**config.mk**
```make
export PLATFORM = sky130hd
export DESIGN_NAME = heavy_part_sweep_ctrl
export DESIGN_NICKNAME = d
export VERILOG_FILES = /design/src/rtl/heavy_part_sweep_ctrl.sv
export SDC_FILE = /design/constraint.sdc
export NUM_CORES = 1
export LEC_CHECK = 0
export CORE_AREA = 2 2 213 215
export CTS_BUF_LIST = sky130_fd_sc_hd__clkbuf_4
export DETAILED_ROUTE_END_ITERATION = 16
export DIE_AREA = 0 0 215 217
export HOLD_SLACK_MARGIN = 0.05
export PLACE_DENSITY = 0.37
export SYNTH_ARGS = -nofsm -noshare
export SYNTH_HDL_FRONTEND = slang
export SYNTH_SLANG_ARGS = --single-unit
```
**constraint.sdc**
```tcl
create_clock -name clk -period 3.2 [get_ports clk]
set_clock_uncertainty 0.15 [all_clocks]
set_input_delay 0.64 -clock clk [delete_from_list [all_inputs] [get_ports clk]]
set_output_delay 0.64 -clock clk [all_outputs]
set_load 0.02 [all_outputs]
```
**src/rtl/heavy_part_sweep_ctrl.sv**
```systemverilog
// heavy_part_sweep_ctrl: shares one heavy-part bucket RAM between the packet pipeline
// and an epoch sweep that dumps every bucket to the collector and clears it.
module heavy_part_sweep_ctrl #(
    parameter int ADDR_W     = 12,
    parameter int DATA_W     = 96,
    parameter int DEPTH      = 4096,
    parameter int RD_LAT     = 2,
    parameter int DRAIN_MIN  = 4,
    parameter bit SKIP_EMPTY = 1'b1
) (
    input  logic                     clk,
    input  logic                     reset,
    input  logic                     dump_req,
    output logic                     dump_busy,
    output logic                     dump_done,
    output logic                     hold_alf,
    input  logic                     pipe_idle,
    input  logic                     p_rden,
    input  logic [ADDR_W-1:0]        p_rdaddr,
    input  logic                     p_wren,
    input  logic [ADDR_W-1:0]        p_wraddr,
    input  logic [DATA_W-1:0]        p_wrdata,
    output logic [DATA_W-1:0]        p_rdvalue,
    output logic                     ram_rden,
    output logic [ADDR_W-1:0]        ram_rdaddr,
    output logic                     ram_wren,
    output logic [ADDR_W-1:0]        ram_wraddr,
    output logic [DATA_W-1:0]        ram_wrdata,
    input  logic [DATA_W-1:0]        ram_q,
    output logic                     dump_wr,
    output logic [ADDR_W+DATA_W-1:0] dump_data,
    input  logic                     dump_alf,
    output logic                     conflict_err
);
    localparam int CW = $clog2(DRAIN_MIN + 1);
    localparam int SW = ADDR_W + 1;

    typedef enum logic [2:0] {IDLE, DRAIN, SWEEP, FLUSH, DONE} state_t;

    state_t            state, state_nx;
    logic [CW-1:0]     idle_cnt, idle_cnt_nx;
    logic [SW-1:0]     sw_addr, sw_addr_nx;
    logic [RD_LAT-1:0] pv, pv_nx;
    logic [ADDR_W-1:0] pa [RD_LAT];
    logic              sweeping, issue, out_v;
    logic [ADDR_W-1:0] out_a;

    assign sweeping     = state == SWEEP || state == FLUSH;
    assign issue        = state == SWEEP && !dump_alf;
    // Valid bits track reads in flight; the last stage lines up with ram_q.
    assign pv_nx        = (pv << 1) | RD_LAT'(issue);
    assign out_v        = pv[RD_LAT-1];
    assign out_a        = pa[RD_LAT-1];
    assign dump_busy    = state == DRAIN || sweeping;
    assign hold_alf     = dump_busy;
    assign dump_done    = state == DONE;

    always_ff @(posedge clk or negedge reset) begin
        if (!reset) begin
            state        <= IDLE;
            idle_cnt     <= '0;
            sw_addr      <= '0;
            pv           <= '0;
            conflict_err <= 1'b0;
            for (int i = 0; i < RD_LAT; i++) pa[i] <= '0;
        end else begin
            state    <= state_nx;
            idle_cnt <= idle_cnt_nx;
            sw_addr  <= sw_addr_nx;
            pv       <= pv_nx;
            pa[0]    <= sw_addr[ADDR_W-1:0];
            for (int i = 1; i < RD_LAT; i++) pa[i] <= pa[i-1];
            if (sweeping && (p_rden || p_wren)) conflict_err <= 1'b1;
        end
    end

    always_comb begin
        state_nx    = state;
        idle_cnt_nx = idle_cnt;
        sw_addr_nx  = sw_addr;
        case (state)
            IDLE: begin
                idle_cnt_nx = '0;
                if (dump_req) state_nx = DRAIN;
            end
            DRAIN: begin
                idle_cnt_nx = pipe_idle ? idle_cnt + 1'b1 : '0;
                sw_addr_nx  = '0;
                if (idle_cnt_nx == CW'(DRAIN_MIN)) state_nx = SWEEP;
            end
            SWEEP: begin
                // One extra address bit lets the last issue land on DEPTH instead of wrapping.
                sw_addr_nx = sw_addr + SW'(issue);
                if (sw_addr_nx == SW'(DEPTH)) state_nx = FLUSH;
            end
            FLUSH: if (pv_nx == '0) state_nx = DONE;
            DONE: state_nx = IDLE;
            default: state_nx = IDLE;
        endcase
    end

    always_comb begin
        ram_rden   = 1'b0;
        ram_rdaddr = '0;
        ram_wren   = 1'b0;
        ram_wraddr = '0;
        ram_wrdata = '0;
        dump_wr    = 1'b0;
        dump_data  = '0;
        p_rdvalue  = reset ? ram_q : '0;
        if (reset && sweeping) begin
            ram_rden   = issue;
            ram_rdaddr = issue ? sw_addr[ADDR_W-1:0] : '0;
            ram_wren   = out_v;
            ram_wraddr = out_v ? out_a : '0;
            dump_wr    = out_v && !(SKIP_EMPTY && ram_q == '0);
            dump_data  = dump_wr ? {out_a, ram_q} : '0;
        end else if (reset) begin
            ram_rden   = p_rden;
            ram_rdaddr = p_rdaddr;
            ram_wren   = p_wren;
            ram_wraddr = p_wraddr;
            ram_wrdata = p_wrdata;
        end
    end
endmodule

```
* Word-level counts from Yosys, hierarchy flattened *
Index checks and enable logic that the tools add are counted.

storage, ports and cells
  flip-flop bits (word level) = 46
  bits in latches = 0
  RAM bits = 0
  memory bits (read-only) = 0
  input bits = 223
  output and inout bits = 331
  memories kept = 0

operators by class
  add/sub/neg operators = 2
  multiply operators = 0
  divide/modulo/power cells = 0
  magnitude comparators = 0
  equal/unequal tests = 10
  shifts and indexed selects = 0
  mux-type cells = 24
  bitwise gates (word level) = 1
  reductions and logical operators = 15

operators with widths
  kind                    count
  $mux W96                3
  $mux W108               2
  $logic_not A96 Y1       1
  $mux W12                6
  $pmux W13 S2            1
  $mux W3                 5
  $add A13 B1 Y13         1
  $eq A13 B13 Y1 const B  1
  $pmux W3 S4             1
  $eq A3 B2 Y1 const B    2
  $eq A3 B3 Y1 const B    2
  $ne A2 B1 Y1 const B    3
  $pmux W3 S2             1
  $mux W1                 5
  $logic_and A1 B1 Y1     4
  $reduce_and A4 Y1       1
  $reduce_bool A2 Y1      2
  $add A3 B1 Y3 const B   1
  $eq A3 B1 Y1 const B    1
  $logic_not A3 Y1        1
  $logic_or A1 B1 Y1      3
  $logic_not A1 Y1        2
  $logic_not A2 Y1        1
  $ne A2 B2 Y1 const B    1
  $or A2 B1 Y2            1

* Longest topological paths before layout *
Gate-level depths: netlist (run 1).

  depth in word-level cells = 6
  gate-level depth with buffers = 14
  mapped depth without buffers = 11

* Least setup slack after synthesis (run 1) *
OpenSTA, ideal clock, no wires.

  path type = reg-to-reg
  start = register state[2]
  end = register state[0]
  arrival time = 2.914 ns
  required time = 2.939 ns
  path slack = 0.024 ns
  stages on the path, launching flop included = 15
  clock period less this slack = 3.176 ns
  cells stage by stage = dfrtp_1 -> buf_2 -> nand2b_1 -> or2_2 -> clkbuf_1 -> nor2_1 -> ha_1 -> ha_1 -> buf_2 -> nand4_2 -> nor3_1 -> xor2_1 -> nor4_1 -> a31oi_1 -> a2111oi_2

on the way
  cells in the longest elaborated chain, start to end = 6

RTL lines
  what                                                       line    text
  start: declaration                                         40      state_t state, state_nx;
  start signal: assignment                                   67      state <= state_nx;
  $eq A3 B2 Y1 *                                             49      assign issue = state == SWEEP && !dump_alf;
  $logic_and A1 B1 Y1 *                                      49
  net issue                                                  45      logic sweeping, issue, out_v;
  $add A13 B1 Y13 / $or A2 B1 Y2 (equally long branches)     93, 51
  $eq A13 B13 Y1 / $logic_not A2 Y1 (equally long branches)  94, 96
  $ne A2 B1 Y1 (no line)                                     n/a
  $reduce_and A4 Y1 (no line) *                              n/a

The timed path passes the listed nets; every way through them passes the cells marked *.
A chain may end at the register's enable or synchronous reset.

* Worst setup path after layout (run 1) *
  start = input ram_q[8]
  end = output dump_data[79]

on the way
  cells in the longest elaborated chain, start to end = 5

RTL lines
  what                 line  text
  start: declaration   29    input logic [DATA_W-1:0] ram_q,
  $logic_not A96 Y1    116   dump_wr = out_v && !(SKIP_EMPTY && ram_q == '0);
  $logic_not A1 Y1     116
  $logic_and A1 B1 Y1  116
  $mux W108            117   dump_data = dump_wr ? {out_a, ram_q} : '0;
  $mux W108            111   if (reset && sweeping) begin
  end: declaration     31    output logic [ADDR_W+DATA_W-1:0] dump_data,

Every way passes these cells.

==> results.md, run 1 <==
* Wire per inst at 20.9 um
* Final nets at about 1.4k
* # IOs at roughly 550
* WL met3 at 3040 um
* Syn_area_per_cell at around 7.5 um2
* Worst setup margin at -152 ps
* Clk pwr share at 0.147
* Wl on met1 at about 14000 um
* Crit-path max FO at 8
* Register area share after synthesis at 0.254
* Die Height at roughly 220 um
* Hold Crit Class: input pin to async pin
* Syn-to-layout area delta at 183%
* Total GRT Usage at 0.155
* Internal power at 0.00160 W
* Skew-Pair Late Insertion Delay at 380 ps
* 1st-pass router iterations at 4
* WP data required at 2410 ps
* Status: finished, violations left
* Final Util at 0.287
* H-tree levels at 2
* Reg clk slew, reported paths at 150 ps
* Worst path top cell family by delay: simple AND/OR/NAND/NOR gates
* Largest net degree at the start of global routing at 60
* Fill count at 4884
* Setup violators final at 109
* Iter 0 DRT Violations at 252
* Top-count cell post-synth: and3_1
* Synth unique cells at 41
* Routability cong. at 0.853
* Synth warn at 0
* RSZ-0062 raised after global routing: true
* Die ar. at roughly 47000 um2
* Top sig layer: met5
* Post-Syn Area at around 4500 um2
* Synthesized netlist cell count at slightly above 600
* DRC Markers at 0
* Initial antenna violation count at 15
* Worst slew margin at 0.660
* Failing checks: setup timing
* CP most frequent cell: buf_16
* Setup Crit Path Kind: input pin to output pin
* Initial Util at 0.102
* Rows at 78
* Final hold violation count at 0
* Crit start category: input pin
* Max IR drop VDD at 0.158 mV
* First-pass GRT wire length at 53700 um
* Max Cap Viol at 0
* Met2 WL at just over 20000 um
* Synth Flop Type: dfrtp_1
* Design area at 12800 um2
* Sw Pwr at 0.000946 W
* Vias post-DR at 7227
* Cell taking the most area after synthesis: and3_1
* Buf/Inv on CP at 4
* Clock tree buffer depth at 2
* IO Port Bufs at 553
* CTS tree: built
* Crit path time final at 3350 ps
* Fmax at 298 MHz
* Max incr delay on CP at between 300 and 400 ps
* Yosys top cell area share at 0.283
* Yosys reg bits at between 40 and 50
* Fin. max-slew vios at 0
* Lkg Pwr at between 5 and 6 nW
* Reg power frac at 0.325
* Cts bufs inserted at 5
* Clock tree sinks at 46
* Layout cells sized above 1 at 0.344
* Synthesized net count at 833
* EDFF count, synth at 0
* Actual slew at the worst max-slew pin at 510 ps
* Clock tree root driver cell: clkbuf_4
* Power Dens Cells at 198 nW/um2
* Switching share of power at 0.371
* DP Area at 11500 um2
* Commonest cells post-synth: and3_1 (205), and2_1 (99), clkbuf_1 (59)
* Hpwl dp at about 30000 um
* Largest cells by area after synthesis: and3_1 (28%), dfrtp_1 (25%), and2_1 (14%), clkbuf_1 (4.9%), a22o_1 (4.8%)
* Crit-path slowest cell: nor4_4
* Worst-path cell chain: clkdlybuf4s15_2 > nor4_2 > nand4_1 > nor4_4 > nand2_4 > buf_16 > buf_16 > and3_4 > buf_6
* Period utilization at 1.05
* CP Capture Type: output pin
* Die width at about 220 um
* GRT Residual Overflow at 0
* Vias/cell at 3.94
* Comb pwr share at 0.528
* Ys async rst share at 1.00
* Core area at 44700 um2
* Vias in the first global route at 7472
* WL final at 38400 um
* Post-route ant nets at 0
* Critical path arrival at approximately 2600 ps
## flip-flops by register name (all words and copies together) (netlist names)
name / cells
conflict_err: 1
pv: 2
sw_addr: 13
pa: 12
out_a: 12
idle_cnt: 3
state: 3
## worst min-delay path: stages
cell   delay [ps]
buf_6          80
buf_4         170
buf_4         170
## per-stage QoR
stage | hold slack [ps] | power [W] | instances | TNS (ps) | setup WS, ps
3_5_place_dp | 185 | 0.00214 | 1798 | -110050 | -1070
5_1_grt | 181 | 0.00269 | 1831 | -30660 | -308
3_3_place_gp | 182 | 0.00214 | 1798 | -110420 | -1080
4_1_cts | 172 | 0.00258 | 1831 | -21520 | -286
6_report | 170 | 0.00255 | 1836 | -13730 | -152
2_1_floorplan | 181 | 0.00126 | 607 | 0 | 24.3
## cell families after synthesis
logic type / share of synthesized area
buffers and inverters: 0.0745
AOI/OAI and AO/OA: 0.109
DFF: 0.254
adders and majority gates: 0.00827
and+or+nand+nor: 0.541
xor gates and xnor gates: 0.0135
## placed cells by master, fill, tap and decap left out, types with 2 or more instances in the layout
cell and n:
buf_12 19, o31ai_1 2, nor4_1 5, nor4_4 8
nand4_1 10, nand2_1 16, o21bai_1 2, and2_1 98
a2111oi_2 2, buf_6 113, nor4_2 14, clkbuf_4 5
and3_4 109, nor3_1 7, ha_1 2, nand2b_1 4
a21oi_1 4, a21o_1 2, clkdlybuf4s15_1 8, dlygate4sd2_1 63
nand3_1 6, buf_2 9, clkdlybuf4s50_1 333, buf_16 10
diode_2 12, a31oi_1 3, xnor2_1 3, buf_8 5
buf_4 101, xor2_1 4, dlymetal6s2s_1 11, dfrtp_1 46
inv_1 3, clkdlybuf4s15_2 6, a22o_1 25, and3_1 96
clkbuf_2 5, and2_4 3, nor2_1 17, o21ai_0 26
## final cells by class
cell class              count  area, um2  share of cell area
repair buffers            684       7010               0.546
multi-input cells         483       3800               0.296
flip-flops and latches     46       1150              0.0896
well taps                 600        751              0.0585
clock inverters             3       43.8             0.00341
clock buffers               5       37.5             0.00292
diodes                     12       30.0             0.00234
inverters                   3       11.3            0.000877
## routing by layer
layer / GRT usage / up-vias
li1: - / 3433
met1: 0.162 / 3404
met2: 0.292 / 341
met3: 0.0444 / 47
met4: 0.0605 / 2
met5: 0 / -
## path summary, 6_finish.rpt
path,from,cells past startpoint,endpoint,slack (ps)
min in group clk,pa[13],0,out_a[1],210
min,reset,3,pv[0],170
max,ram_q[8],9,dump_data[79],-150
min reg2reg,pa[13],0,out_a[1],210
max reg2reg,state[2],12,state[0],200
max in group asynchronous,reset,4,pa[13],2080
## power groups by stage
| stage | clock, W | combinational (W) | sequential, W |
|---|---|---|---|
| finish | 0.000373 | 0.00135 | 0.000829 |
| floorplan | 0 | 0.000527 | 0.000736 |
| global route | 0.000414 | 0.00143 | 0.000850 |
| detailed placement | 0 | 0.00129 | 0.000846 |
| CTS | 0.000391 | 0.00135 | 0.000836 |
| global placement | 0 | 0.00130 | 0.000844 |
## what timing repair did
action / in CTS / in global routing
buffers inserted: 12 / 1
pin swaps: 85 / 13
hold buffers: 1 / 0
hold endpoints to repair: 1 / 0
gates resized for setup: 969 / 35
cloned: 16 / 0
endpoints found under the setup margin: 181 / 160
(Power assumes the default switching activity.)
==> run 2, diff against run 1 <==
--- a/config.mk
+++ b/config.mk
@@ -7,6 +7,7 @@
 export LEC_CHECK = 0
 export CORE_AREA = 2 2 213 215
 export CTS_BUF_LIST = sky130_fd_sc_hd__clkbuf_4
+export CTS_CLUSTER_DIAMETER = 120
 export DETAILED_ROUTE_END_ITERATION = 16
 export DIE_AREA = 0 0 215 217
 export HOLD_SLACK_MARGIN = 0.05
@@ -14,3 +15,4 @@
 export SYNTH_ARGS = -nofsm -noshare
 export SYNTH_HDL_FRONTEND = slang
 export SYNTH_SLANG_ARGS = --single-unit
+export TNS_END_PERCENT = 10
==> results.md, run 2 (same netlist as run 1, synthesis figures left out) <==
* Lkg Pwr at 5.71 nW (-2.5%)
* H-tree levels at 2 (unchanged)
* Internal power at 0.00154 W (-4.1%)
* Post-route ant nets at 0 (unchanged)
* Max Cap Viol at 0 (unchanged)
* Total GRT Usage at 0.148 (-0.00684)
* Vias/cell at 3.93 (-0.14%)
* GRT Residual Overflow at 0 (unchanged)
* Vias in the first global route at 7269 (-2.7%)
* Crit start category: input pin
* Crit-path max FO at 10 (+2)
* # IOs at 554 (unchanged)
* Placed Cells at 1798 (unchanged)
* Power Dens Cells at 207 nW/um2 (+4.3%)
* Layout cells sized above 1 at 0.280 (-0.0643)
* Period utilization at 1.05 (about the same)
* Switching share of power at 0.376 (+0.00523)
* Largest net degree at the start of global routing at 60 (unchanged)
* Reg power frac at 0.335 (+0.010)
* DRC Markers at 0 (unchanged)
* 1st-pass router iterations at 4 (unchanged)
* Worst setup margin at -150 ps (+1.50 ps)
* Hpwl dp at 30100 um (unchanged)
* WP data required at 2410 ps (about the same)
* Most common cell after layout, fill and taps aside: clkdlybuf4s50_1
* Failing checks: setup timing
* Die width at 215 um (unchanged)
* Clock tree root driver cell: clkbuf_4
* Clock tree buffer depth at 2 (unchanged)
* Setup Crit Path Kind: input pin to output pin
* Final hold violation count at 0 (unchanged)
* Hold Crit Class: input pin to async pin
* RSZ-0062 raised after global routing: true
* Syn-to-layout area delta at 162%
* Total power at 0.00246 W (-3.3%)
* Max IR drop VDD at 0.158 mV (+0.13%)
* Status: finished, violations left
* Initial Util at 0.102 (unchanged)
* Fmax at 298 MHz (about the same)
* Crit path time final at 3350 ps (-1.50 ps)
* IO Port Bufs at 553 (unchanged)
* Die ar. at 46700 um2 (unchanged)
* Top reg by flops: sw_addr
* Die Height at 217 um (unchanged)
* Setup violators final at 109 (unchanged)
* Reg clk slew, reported paths at 150 ps (about the same)
* Routability cong. at 0.853 (unchanged)
* Worst slew margin at 0.654 (-0.00605)
* Wire per inst at 20.4 um (-2.4%)
* Comb pwr share at 0.513 (-0.015)
* Max reg flops at 13 (unchanged)
* Vias post-DR at 7154 (-1.0%)
* Final nets at 1437 (-0.83%)
* CTS tree: built
* Fin cells at 1820 (-0.87%)
* Skew-Pair Late Insertion Delay at 380 ps (about the same)
* Iter 0 DRT Violations at 301 (+19%)
* Commonest cells after routing, fill and taps aside: clkdlybuf4s50_1 (331), and3_1 (162), buf_4 (107)
* Rows at 78 (unchanged)
* Actual slew at the worst max-slew pin at 519 ps (+9.08 ps)
* First-pass GRT wire length at 51600 um (-3.9%)
* Cts bufs inserted at 5 (unchanged)
* Clk pwr share at 0.151 (+0.004)
* Clock tree sinks at 46 (unchanged)
* Critical path arrival at 2560 ps (about the same)
* WL final at 37100 um (-3.3%)
* CP Capture Type: output pin
* Fin. max-slew vios at 0 (unchanged)
* Core area at 44700 um2 (unchanged)
* Sw Pwr at 0.000928 W (-1.9%)
* Initial antenna violation count at 15 (unchanged)
==> run 2: changes by cell type in the layout (fill, tap and decap cells not counted), moves of 4 or more <==
cell / change
buf_6: -62
buf_2: +55
buf_4: +6
buf_12: -6
clkdlybuf4s15_1: +6
clkbuf_2: -4
diode_2: -4
dlygate4sd2_1: +4
and3_1: +66
buf_16: -4
dlymetal6s2s_1: -4
and3_4: -66
==> run 2: power by group through the flow <==
stage | Clock, W | Sequential (W) | Combinational (W)
floorplan | 0 | 0.000736 | 0.000527
global placement | 0 | 0.000844 | 0.00130
finish | 0.000373 | 0.000827 | 0.00126
CTS | 0.000391 | 0.000833 | 0.00124
detailed placement | 0 | 0.000846 | 0.00129
global route | 0.000414 | 0.000849 | 0.00135
==> run 2: critical path, stage by stage <==
cell       delay, ps
buf_4            140
nor4_4           260
buf_4            160
nand4_1          200
nor4_4           380
nand2_4          110
buf_12           180
clkbuf_16        180
and3_1           160
buf_2            150
==> run 2: final cells by class <==
type                    instances  area, um2
diodes                          8       20.0
clock buffers                   5       37.5
clock inverters                 3       43.8
fillers                      4990      32800
inverters                       3       11.3
multi-input cells             483       3490
flip-flops and latches         46       1150
well taps                     600        751
repair buffers                672       6400
==> run 2: timing repair <==
item                                   4_1_cts  5_1_grt
cloned                                       5        1
setup buffers                                3        0
pin swaps                                   46       21
setup endpoints to repair                  181      153
hold buffers                                 1        0
resized for setup                          713       94
endpoints found under the hold margin        1        0
==> run 2: metal layers <==
layer | up-vias | GRT usage | wire [um]
li1 | 3396 | - | -
met1 | 3350 | 0.154 | 13400
met2 | 351 | 0.277 | 19500
met3 | 53 | 0.0482 | 3050
met4 | 4 | 0.0556 | 1140
met5 | - | 0 | 22
==> run 2: worst paths after layout <==
| path | cells after the start | startpoint | to | slack [ps] |
|---|---|---|---|---|
| setup / recovery | 10 | ram_q[81] | dump_data[70] | -150 |
| hold / removal | 3 | reset | pv[0] | 170 |
| setup reg to reg | 12 | state[2] | state[0] | 210 |
| hold reg to reg | 0 | pa[13] | out_a[1] | 210 |
| max in group asynchronous | 4 | reset | pa[13] | 2080 |
| min in group clk | 0 | pa[13] | out_a[1] | 210 |
==> run 2: metrics by stage <==
stage	area (um2)	TNS (ps)	hold WS, ps	utilization	setup slack (ps)
3_5_place_dp	11500	-110050	185	0.257	-1070
5_1_grt	11900	-21850	181	0.266	-250
6_report	11900	-11360	172	0.266	-150
2_1_floorplan	4540	0	181	-	24.3
4_1_cts	11600	-16000	172	0.258	-260
3_3_place_gp	11500	-110420	182	0.257	-1080
